### config.mk
export PLATFORM = sky130hd
export DESIGN_NAME = corr_scan_ctrl_flat
export DESIGN_NICKNAME = d
export VERILOG_FILES = /design/src/rtl/corr_scan_ctrl_if.sv /design/src/rtl/corr_scan_ctrl.sv /design/src/flat_wrapper.sv
export SDC_FILE = /design/constraint.sdc
export NUM_CORES = 1
export LEC_CHECK = 0
export ABC_AREA = 1
export CORE_ASPECT_RATIO = 0.9
export CORE_MARGIN = 3
export CORE_UTILIZATION = 30
export CTS_CLUSTER_SIZE = 12
export DETAILED_ROUTE_END_ITERATION = 6
export SKIP_LAST_GASP = 1
export SLEW_MARGIN = 20
export SYNTH_ARGS = -nofsm -noshare
export SYNTH_HDL_FRONTEND = slang
export SYNTH_SLANG_ARGS = --single-unit
### constraint.sdc
create_clock -name iCLK -period 3.5 [get_ports iCLK]
set_input_delay 0.7 -clock iCLK [delete_from_list [all_inputs] [get_ports iCLK]]
set_output_delay 0.7 -clock iCLK [all_outputs]
set_load 0.05 [all_outputs]
### src/rtl/corr_scan_ctrl_if.sv
// Correlator handshake between the scan controller (master) and the correlator (slave):
// offset plus start pulse out, score plus finish pulse back.
interface corr_scan_ctrl_if #(
    parameter int COORD_W = 13,
    parameter int CORR_W  = 32
);
    logic               corrStart;
    logic [COORD_W-1:0] x;
    logic [COORD_W-1:0] y;
    logic               corrFinished;
    logic [CORR_W-1:0]  currentCorr;

    modport master (
        output corrStart, x, y,
        input  corrFinished, currentCorr
    );

    modport slave (
        input  corrStart, x, y,
        output corrFinished, currentCorr
    );
endinterface

### src/rtl/corr_scan_ctrl.sv
// Correlation scan controller: walks a rectangular XY offset grid, requests one correlation
// per offset and keeps the best (max or min) score with its offset.
module corr_scan_ctrl #(
    parameter int COORD_W  = 13,
    parameter int CORR_W   = 32,
    parameter int X_START  = 0,
    parameter int X_LAST   = 639,
    parameter int Y_START  = 0,
    parameter int Y_LAST   = 479,
    parameter int X_STEP   = 1,
    parameter int Y_STEP   = 1,
    parameter int MODE_MIN = 0,
    parameter int HB_DIV   = 1024
) (
    input  logic               iCLK,
    input  logic               iRST,
    input  logic               iFrameDone,
    corr_scan_ctrl_if.master   bus,
    output logic [COORD_W-1:0] oXresult,
    output logic [COORD_W-1:0] oYresult,
    output logic [CORR_W-1:0]  oBestCorr,
    output logic               oBusy,
    output logic               oDone,
    output logic               oStatusLed
);

    localparam int HB_W = (HB_DIV > 1) ? $clog2(HB_DIV) : 1;
    localparam logic [HB_W-1:0]    HB_TOP    = HB_W'(HB_DIV - 1);
    localparam logic [COORD_W-1:0] X_START_C = COORD_W'(X_START);
    localparam logic [COORD_W-1:0] Y_START_C = COORD_W'(Y_START);
    // One extra bit keeps the advance test exact when the last offset sits at the top of the range.
    localparam logic [COORD_W:0]   X_LAST_W  = (COORD_W+1)'(X_LAST);
    localparam logic [COORD_W:0]   Y_LAST_W  = (COORD_W+1)'(Y_LAST);
    localparam logic [COORD_W:0]   X_STEP_W  = (COORD_W+1)'(X_STEP);
    localparam logic [COORD_W:0]   Y_STEP_W  = (COORD_W+1)'(Y_STEP);

    typedef enum logic [1:0] {IDLE, ISSUE, WAIT, DONE} state_t;

    state_t           state;
    state_t           stateNext;
    logic             frameDoneP1;
    logic             start;
    logic             abort;
    logic             accept;
    logic             better;
    logic             xFits;
    logic             yFits;
    logic [COORD_W:0] xNextW;
    logic [COORD_W:0] yNextW;
    logic             haveBest;
    logic [HB_W-1:0]  hbCnt;

    // Ties never win, so the earliest offset with the best score is kept.
    function automatic logic isBetter(input logic [CORR_W-1:0] score,
                                      input logic [CORR_W-1:0] cur,
                                      input logic              have);
        if (!have)
            return 1'b1;
        if (MODE_MIN != 0)
            return score < cur;
        return score > cur;
    endfunction

    always_comb begin
        start  = iFrameDone & ~frameDoneP1;
        abort  = ~iFrameDone & ((state == ISSUE) || (state == WAIT));
        accept = (state == WAIT) & bus.corrFinished & iFrameDone;
        xNextW = {1'b0, bus.x} + X_STEP_W;
        yNextW = {1'b0, bus.y} + Y_STEP_W;
        xFits  = (xNextW <= X_LAST_W);
        yFits  = (yNextW <= Y_LAST_W);
        better = isBetter(bus.currentCorr, oBestCorr, haveBest);
    end

    always_comb begin
        stateNext = state;
        case (state)
            IDLE:  if (start) stateNext = ISSUE;
            ISSUE: stateNext = abort ? IDLE : WAIT;
            WAIT: begin
                if (abort)
                    stateNext = IDLE;
                else if (bus.corrFinished)
                    stateNext = (xFits || yFits) ? ISSUE : DONE;
            end
            DONE:  if (start) stateNext = ISSUE;
        endcase
    end

    assign bus.corrStart = (state == ISSUE) & iFrameDone;
    assign oBusy         = (state == ISSUE) || (state == WAIT);
    assign oDone         = (state == DONE);

    // Stage p1: frame level register and FSM state
    always_ff @(posedge iCLK or negedge iRST) begin
        if (!iRST) begin
            state       <= IDLE;
            frameDoneP1 <= 1'b0;
        end else begin
            state       <= stateNext;
            frameDoneP1 <= iFrameDone;
        end
    end

    // Stage p1: scan offset and best-result tracking
    always_ff @(posedge iCLK or negedge iRST) begin
        if (!iRST) begin
            bus.x     <= X_START_C;
            bus.y     <= Y_START_C;
            oXresult  <= '0;
            oYresult  <= '0;
            oBestCorr <= '0;
            haveBest  <= 1'b0;
        end else if (start && ((state == IDLE) || (state == DONE))) begin
            bus.x     <= X_START_C;
            bus.y     <= Y_START_C;
            oXresult  <= '0;
            oYresult  <= '0;
            oBestCorr <= '0;
            haveBest  <= 1'b0;
        end else if (accept) begin
            if (better) begin
                oBestCorr <= bus.currentCorr;
                oXresult  <= bus.x;
                oYresult  <= bus.y;
                haveBest  <= 1'b1;
            end
            if (xFits) begin
                bus.x <= xNextW[COORD_W-1:0];
            end else if (yFits) begin
                bus.x <= X_START_C;
                bus.y <= yNextW[COORD_W-1:0];
            end
        end
    end

    // Stage p1: heartbeat, survives across scans
    always_ff @(posedge iCLK or negedge iRST) begin
        if (!iRST) begin
            hbCnt      <= '0;
            oStatusLed <= 1'b0;
        end else if (accept) begin
            if (hbCnt == HB_TOP) begin
                hbCnt      <= '0;
                oStatusLed <= ~oStatusLed;
            end else begin
                hbCnt <= hbCnt + 1'b1;
            end
        end
    end

endmodule
### src/flat_wrapper.sv
// flat-port wrapper written by rule: the top's interface ports become plain ports
module corr_scan_ctrl_flat 
#(
    parameter int COORD_W  = 13,
    parameter int CORR_W   = 32,
    parameter int X_START  = 0,
    parameter int X_LAST   = 639,
    parameter int Y_START  = 0,
    parameter int Y_LAST   = 479,
    parameter int X_STEP   = 1,
    parameter int Y_STEP   = 1,
    parameter int MODE_MIN = 0,
    parameter int HB_DIV   = 1024
)
  (iCLK, iRST, iFrameDone, oXresult, oYresult, oBestCorr, oBusy, oDone, oStatusLed, bus_corrStart, bus_x, bus_y, bus_corrFinished, bus_currentCorr);
  corr_scan_ctrl_if #(.COORD_W(COORD_W), .CORR_W(CORR_W)) bus_i ();
  input  logic iCLK;
  input  logic iRST;
  input  logic iFrameDone;
  output logic [COORD_W-1:0] oXresult;
  output logic [COORD_W-1:0] oYresult;
  output logic [CORR_W-1:0] oBestCorr;
  output logic oBusy;
  output logic oDone;
  output logic oStatusLed;
  output wire logic [$bits(bus_i.corrStart)-1:0] bus_corrStart;
  output wire logic [$bits(bus_i.x)-1:0] bus_x;
  output wire logic [$bits(bus_i.y)-1:0] bus_y;
  input wire logic [$bits(bus_i.corrFinished)-1:0] bus_corrFinished;
  input wire logic [$bits(bus_i.currentCorr)-1:0] bus_currentCorr;
  assign bus_corrStart = bus_i.corrStart;
  assign bus_x = bus_i.x;
  assign bus_y = bus_i.y;
  assign bus_i.corrFinished = bus_corrFinished;
  assign bus_i.currentCorr = bus_currentCorr;
  corr_scan_ctrl #(.COORD_W(COORD_W), .CORR_W(CORR_W), .X_START(X_START), .X_LAST(X_LAST), .Y_START(Y_START), .Y_LAST(Y_LAST), .X_STEP(X_STEP), .Y_STEP(Y_STEP), .MODE_MIN(MODE_MIN), .HB_DIV(HB_DIV)) u_core (.iCLK(iCLK), .iRST(iRST), .iFrameDone(iFrameDone), .bus(bus_i), .oXresult(oXresult), .oYresult(oYresult), .oBestCorr(oBestCorr), .oBusy(oBusy), .oDone(oDone), .oStatusLed(oStatusLed));
endmodule
* Word level (Yosys, flattened, before mapping)
Index checks and enable logic that the tools add are counted.
** Operators by class
- Eq/ne operators :: 7
- Reduce and logical (&&, ||, !) cells :: 15
- Multiplexer cells :: 28
- $add $sub $neg :: 3
- Bitwise logic cells :: 8
- $lt $le $gt $ge :: 3
** Operators with widths (number)
- two-way mux 13 bit :: 14
- two-way mux 32 bit :: 3
- greater-than comparator 32 bit :: 1
- adder 13 x 1 -> 14 bit (second input constant) :: 2
- less-or-equal comparator 14 x 10 -> 1 bit (second input constant) :: 1
- less-or-equal comparator 14 x 9 -> 1 bit (second input constant) :: 1
- adder 10 x 1 -> 10 bit (second input constant) :: 1
- equality test 10 bit (second input constant) :: 1
- two-way mux 10 bit :: 1
- two-way mux 2 bit :: 5
- AND reduction 2 bit :: 4
- one-hot mux 2 bit (3 select lines) :: 1
- nonzero test 2 bit :: 3
- AND 1 bit :: 5
- equality test 2 bit (second input constant) :: 2
- two-way mux 1 bit :: 4
- logical OR 1 bit :: 3
- != test 3 x 2 -> 1 bit (second input constant) :: 1
- NOT 1 bit :: 3
- AND reduction 3 bit :: 1
- nonzero test 3 bit :: 1
- equality test 2 x 1 -> 1 bit (second input constant) :: 1
- logical NOT 2 bit :: 1
- != test 2 x 1 -> 1 bit (second input constant) :: 1
- other kinds (3) :: 3
** Word-level totals
- Output and inout port bits :: 88
- Logic and storage cells :: 74
- Input port bits :: 36
- Flip-flop bits (word level) :: 99

* Logic depth before layout (Yosys ltp)
- Word-level depth :: 7
- Gate-level depth with buffers :: 20

* Worst setup path after synthesis
Ideal clock, no wire load.
- Kind :: flip-flop to flip-flop
- Start point :: register u_core.oBestCorr[31]
- End point :: register u_core.oBestCorr[14]
- Buffers on the path :: 2
- Cell stages (with the launch flop) :: 15
- Data arrival time :: 2.223 ns
- Data required time :: 3.381 ns
- Setup slack :: 1.158 ns
- Library setup time :: 0.119 ns
- Cell sequence :: dfrtp_1 inv_1 ha_1 nand2_1 nor3_1 nor2b_1 nand2_1 nand2_1 nand2_1 nand2_1 nand2_1 buf_2 buf_4 nand2_1 nand2_1
** On the way
- Longest elaborated chain between the ends :: 4
** RTL lines
- from (decl) :: RTL line corr_scan_ctrl.sv:21 : output logic [CORR_W-1:0] oBestCorr,
- from (signal assigned) :: RTL line corr_scan_ctrl.sv:123 : oBestCorr <= bus.currentCorr;
- greater-than comparator 32 bit :: RTL line corr_scan_ctrl.sv:61 : return score > cur;
- two-way mux 1 bit :: RTL line corr_scan_ctrl.sv:59 : if (MODE_MIN != 0)
- nonzero test 2 bit (no line)
- AND reduction 2 bit (no line)
Every way passes these cells.
A chain may end at the register's enable or synchronous reset.

* Final worst setup path
- Start point :: input iFrameDone
- End point :: output bus_corrStart
** On the way
- Longest elaborated chain between the ends :: 1
** RTL lines
- from (decl) :: RTL line flat_wrapper.sv:19 : input logic iFrameDone;
- AND 1 bit :: RTL line corr_scan_ctrl.sv:90 : assign bus.corrStart = (state == ISSUE) & iFrameDone;
- to (decl) :: RTL line flat_wrapper.sv:26 : output wire logic [$bits(bus_i.corrStart)-1:0] bus_corrStart;
Every way passes these cells.

==> flow_summary_export.csv <==
group,metric,value,unit
synth,synthMuxAreaShare,0,%
final_layout,final_cells,1119,
synth,synthTopCellsByArea,"dfrtp_1 (43%), nand2_1 (17%), nand3_1 (9.0%)",
die,rows,47,
clock_network,cts_buffer_depth,2,
global_routing,grt_max_degree,59,
timing,maxSlewHeadroom,42.07,%
synth,synth_top_area_share,43.19,%
synth,synth_cell_types,34,
clock_network,cts-buffers-inserted,9,
pwr,p_per_area,611.3,nW/um2
synth,avgSynthCellArea,7.637,um2
place,port_buffers,123,
timing,rsz0062_at_grt,"false",
timing,finalCritPeriodShare,81.72,%
die,start_util,30.86,%
critical_path,path_class,"in2out",
critical_path,r2r-end,"u_core.oYresult[12]",
timing,min_period,2.860,ns
synth,syn_area,5736,um2
timing,hold_viol,0,
die,die-area,20820,um2
final_layout,final_common_cell,"nand2_1",
critical_path,reg2reg_setup_slack,0.79,ns
die,io_pins,124,
final_layout,mostFrequentLayoutCells,"nand2_1 (256), clkdlybuf4s50_1 (122), nand3_1 (103), dfrtp_1 (99), inv_1 (81)",
detailed_routing,ant_nets,0,
global_routing,grt_pass1_wl,25.42,mm
synth,post_synth_xor_area_fraction,2.138,%
timing,tightestPinTransition,0.8689,ns
pwr,p_leak,3.701,nW
final_layout,antenna_cells,0,
die,die_x,151.8,um
synth,synth_area_leader_cell,"dfrtp_1",
detailed_routing,vias_per_cell,4.634,
clock_network,cts.sinks,99,
critical_path,endpoint_kind,"output port",
global_routing,antenna_found_initial,0,
timing,setup_tns,0,ns
synth,ys_seq_area_share,43.19,%
detailed_routing,routed_wl,15.52,mm
detailed_routing,drtPass1Iterations,4,
final_layout,num-nets-final,945,
critical_path,r2r_cells,9,
synth,ys.warnings.count,0,
critical_path,critPathArrivalTime,2.16,ns
timing,fmaxAchievable,349.6,MHz
outcome,status,"finished, final reports clean",
global_routing,grt_pass1_vias,4985,
job,maxCapViolations,0,
place,dp_hpwl,11.03,mm
final_layout,drive_gt1_share,5.721,%
synth,synth_top_family_by_area,"simple AND/OR/NAND/NOR gates",
detailed_routing,via_count,5185,
clock_network,hold_buffers,0,
critical_path,r2r-start,"u_core.state[0]",
global_routing,gr-usage-all-layers,15.15,%
timing,setup_viol,0,
die,die_y,137.2,um
synth,synth_top_flop_cell,"dfrtp_1",
min_path,min_path_type,"in2async",
timing,fin_skew,0.007733,ns
critical_path,startpoint_type,"primary input",
critical_path,critPathMaxFanout,5,
detailed_routing,drc,0,
timing,finalMaxSlewViolations,0,
final_layout,fillers,1958,
clock_network,path_clk_slew,0.07,ns
clock_network,post_cts_resized,0,
synth,async_flop_share,100.0,%
place,place.gp.congestion,0.7918,
final_layout,area_growth,32.13,%
final_layout,fin_util,40.78,%
die,core,18580,um2
critical_path,cp_data_required_time,2.80,ns
clock_network,cts_tree,"yes",
pwr,ir_drop,0.5565,mV
global_routing,grt.overflow.total,0,
synth,syn_nets,827,
clock_network,clock_latency,0.35,ns
synth,yosys.area_share.simple,34.88,%
clock_network,htreeDepth,3,
clock_network,cts_setup_buffers,0,
synth,ys_ff_latch,99,
detailed_routing,drt_iter0_drc,328,
synth,synthCells,751,
clock_network,clock-root-buffer,"clkbuf_16",
detailed_routing,wl_per_cell,13.87,um
synth,synthAdderAreaFrac,8.726,%
synth,synth_edf_count,0,
synth,synth_compound_area_share,3.098,%
place,place_inst,1103,
## power breakdown
group	leakage (nW)	switching [mW]	internal, mW
combinational	2.20	1.33	0.677
sequential	1.34	0.190	1.33
clock	0.163	0.455	0.648
total	3.70	1.98	2.66
## routing by layer
layer / track usage [%] / part of all wire (%) / up-vias
met4: 3.144 / 0.75 / 0
li1: - / - / 2641
met2: 24.56 / 45 / 119
met5: 0 / 0 / -
met3: 3.816 / 5.6 / 11
met1: 20.64 / 49 / 2414
## flip-flops by register name (all words and copies together), names as in the netlist
name                cells
u_core.bus.x           13
u_core.bus.y           13
u_core.frameDoneP1      1
u_core.haveBest         1
u_core.hbCnt           10
u_core.oBestCorr       32
u_core.oStatusLed       1
u_core.oXresult        13
u_core.oYresult        13
u_core.state            2
## logic make-up (layout without fill, tap and decap cells)
group / count (synthesis) / in the layout
AND/OR/NAND/NOR: 455 / 455
buffers and inverters: 111 / 234
flip-flops: 99 / 99
adder cells (fa/ha/maj): 40 / 40
AO/OA/AOI/OAI: 32 / 32
XOR/XNOR: 14 / 14
## worst max path at each step
stage	from	end	cells past startpoint
final	iFrameDone	bus_corrStart	4
after global routing	iFrameDone	u_core.oBestCorr[24]	8
after global placement	bus_currentCorr[25]	u_core.oYresult[0]	12
after floorplan	u_core.oBestCorr[31]	u_core.oBestCorr[14]	14
after detailed placement	bus_currentCorr[27]	u_core.oYresult[8]	12
after CTS	iFrameDone	bus_corrStart	4
## cell usage after synthesis, types with 2 or more instances
master and number:
a21o_1 2, a21oi_1 18, buf_2 8, buf_4 4
buf_6 2, clkbuf_1 12, dfrtp_1 99, ha_1 40
inv_1 82, inv_2 2, nand2_1 258, nand2_2 2
nand2_4 2, nand3_1 103, nand3_4 2, nand4_1 22
nor2_1 45, nor2_2 6, nor2_4 2, nor3_1 6
o21ai_0 7, or2_2 3, xnor2_1 6, xor2_1 8
## stage by stage
stage / hold WS [ns] / setup WS [ns] / power [mW] / area (um2)
after floorplan: 0.4044 / 1.158 / 2.875 / 5736
after global placement: 0.4533 / 0.4033 / 3.550 / 7251
after detailed placement: 0.4575 / 0.3911 / 3.562 / 7251
after CTS: 0.3766 / 0.6257 / 4.698 / 7577
after global routing: 0.4020 / 0.4018 / 4.945 / 7579
final: 0.3634 / 0.6400 / 4.633 / 7579
## critical path, stage by stage
cell	delay [ns]
clkdlybuf4s50_1	0.54
nand2_1	0.07
inv_1	0.06
clkdlybuf4s50_1	0.79
## cell type report
class,instances,area [um2],area share [%]
multi-input combinational,541,2806,37.03
sequential,99,2477,32.69
timing repair buffer,133,1341,17.70
inverter,85,320.3,4.227
tap,245,306.5,4.045
clock buffer,10,239.0,3.153
clock inverter,6,87.58,1.156
Note: power is estimated with default switching activity, not from simulation.
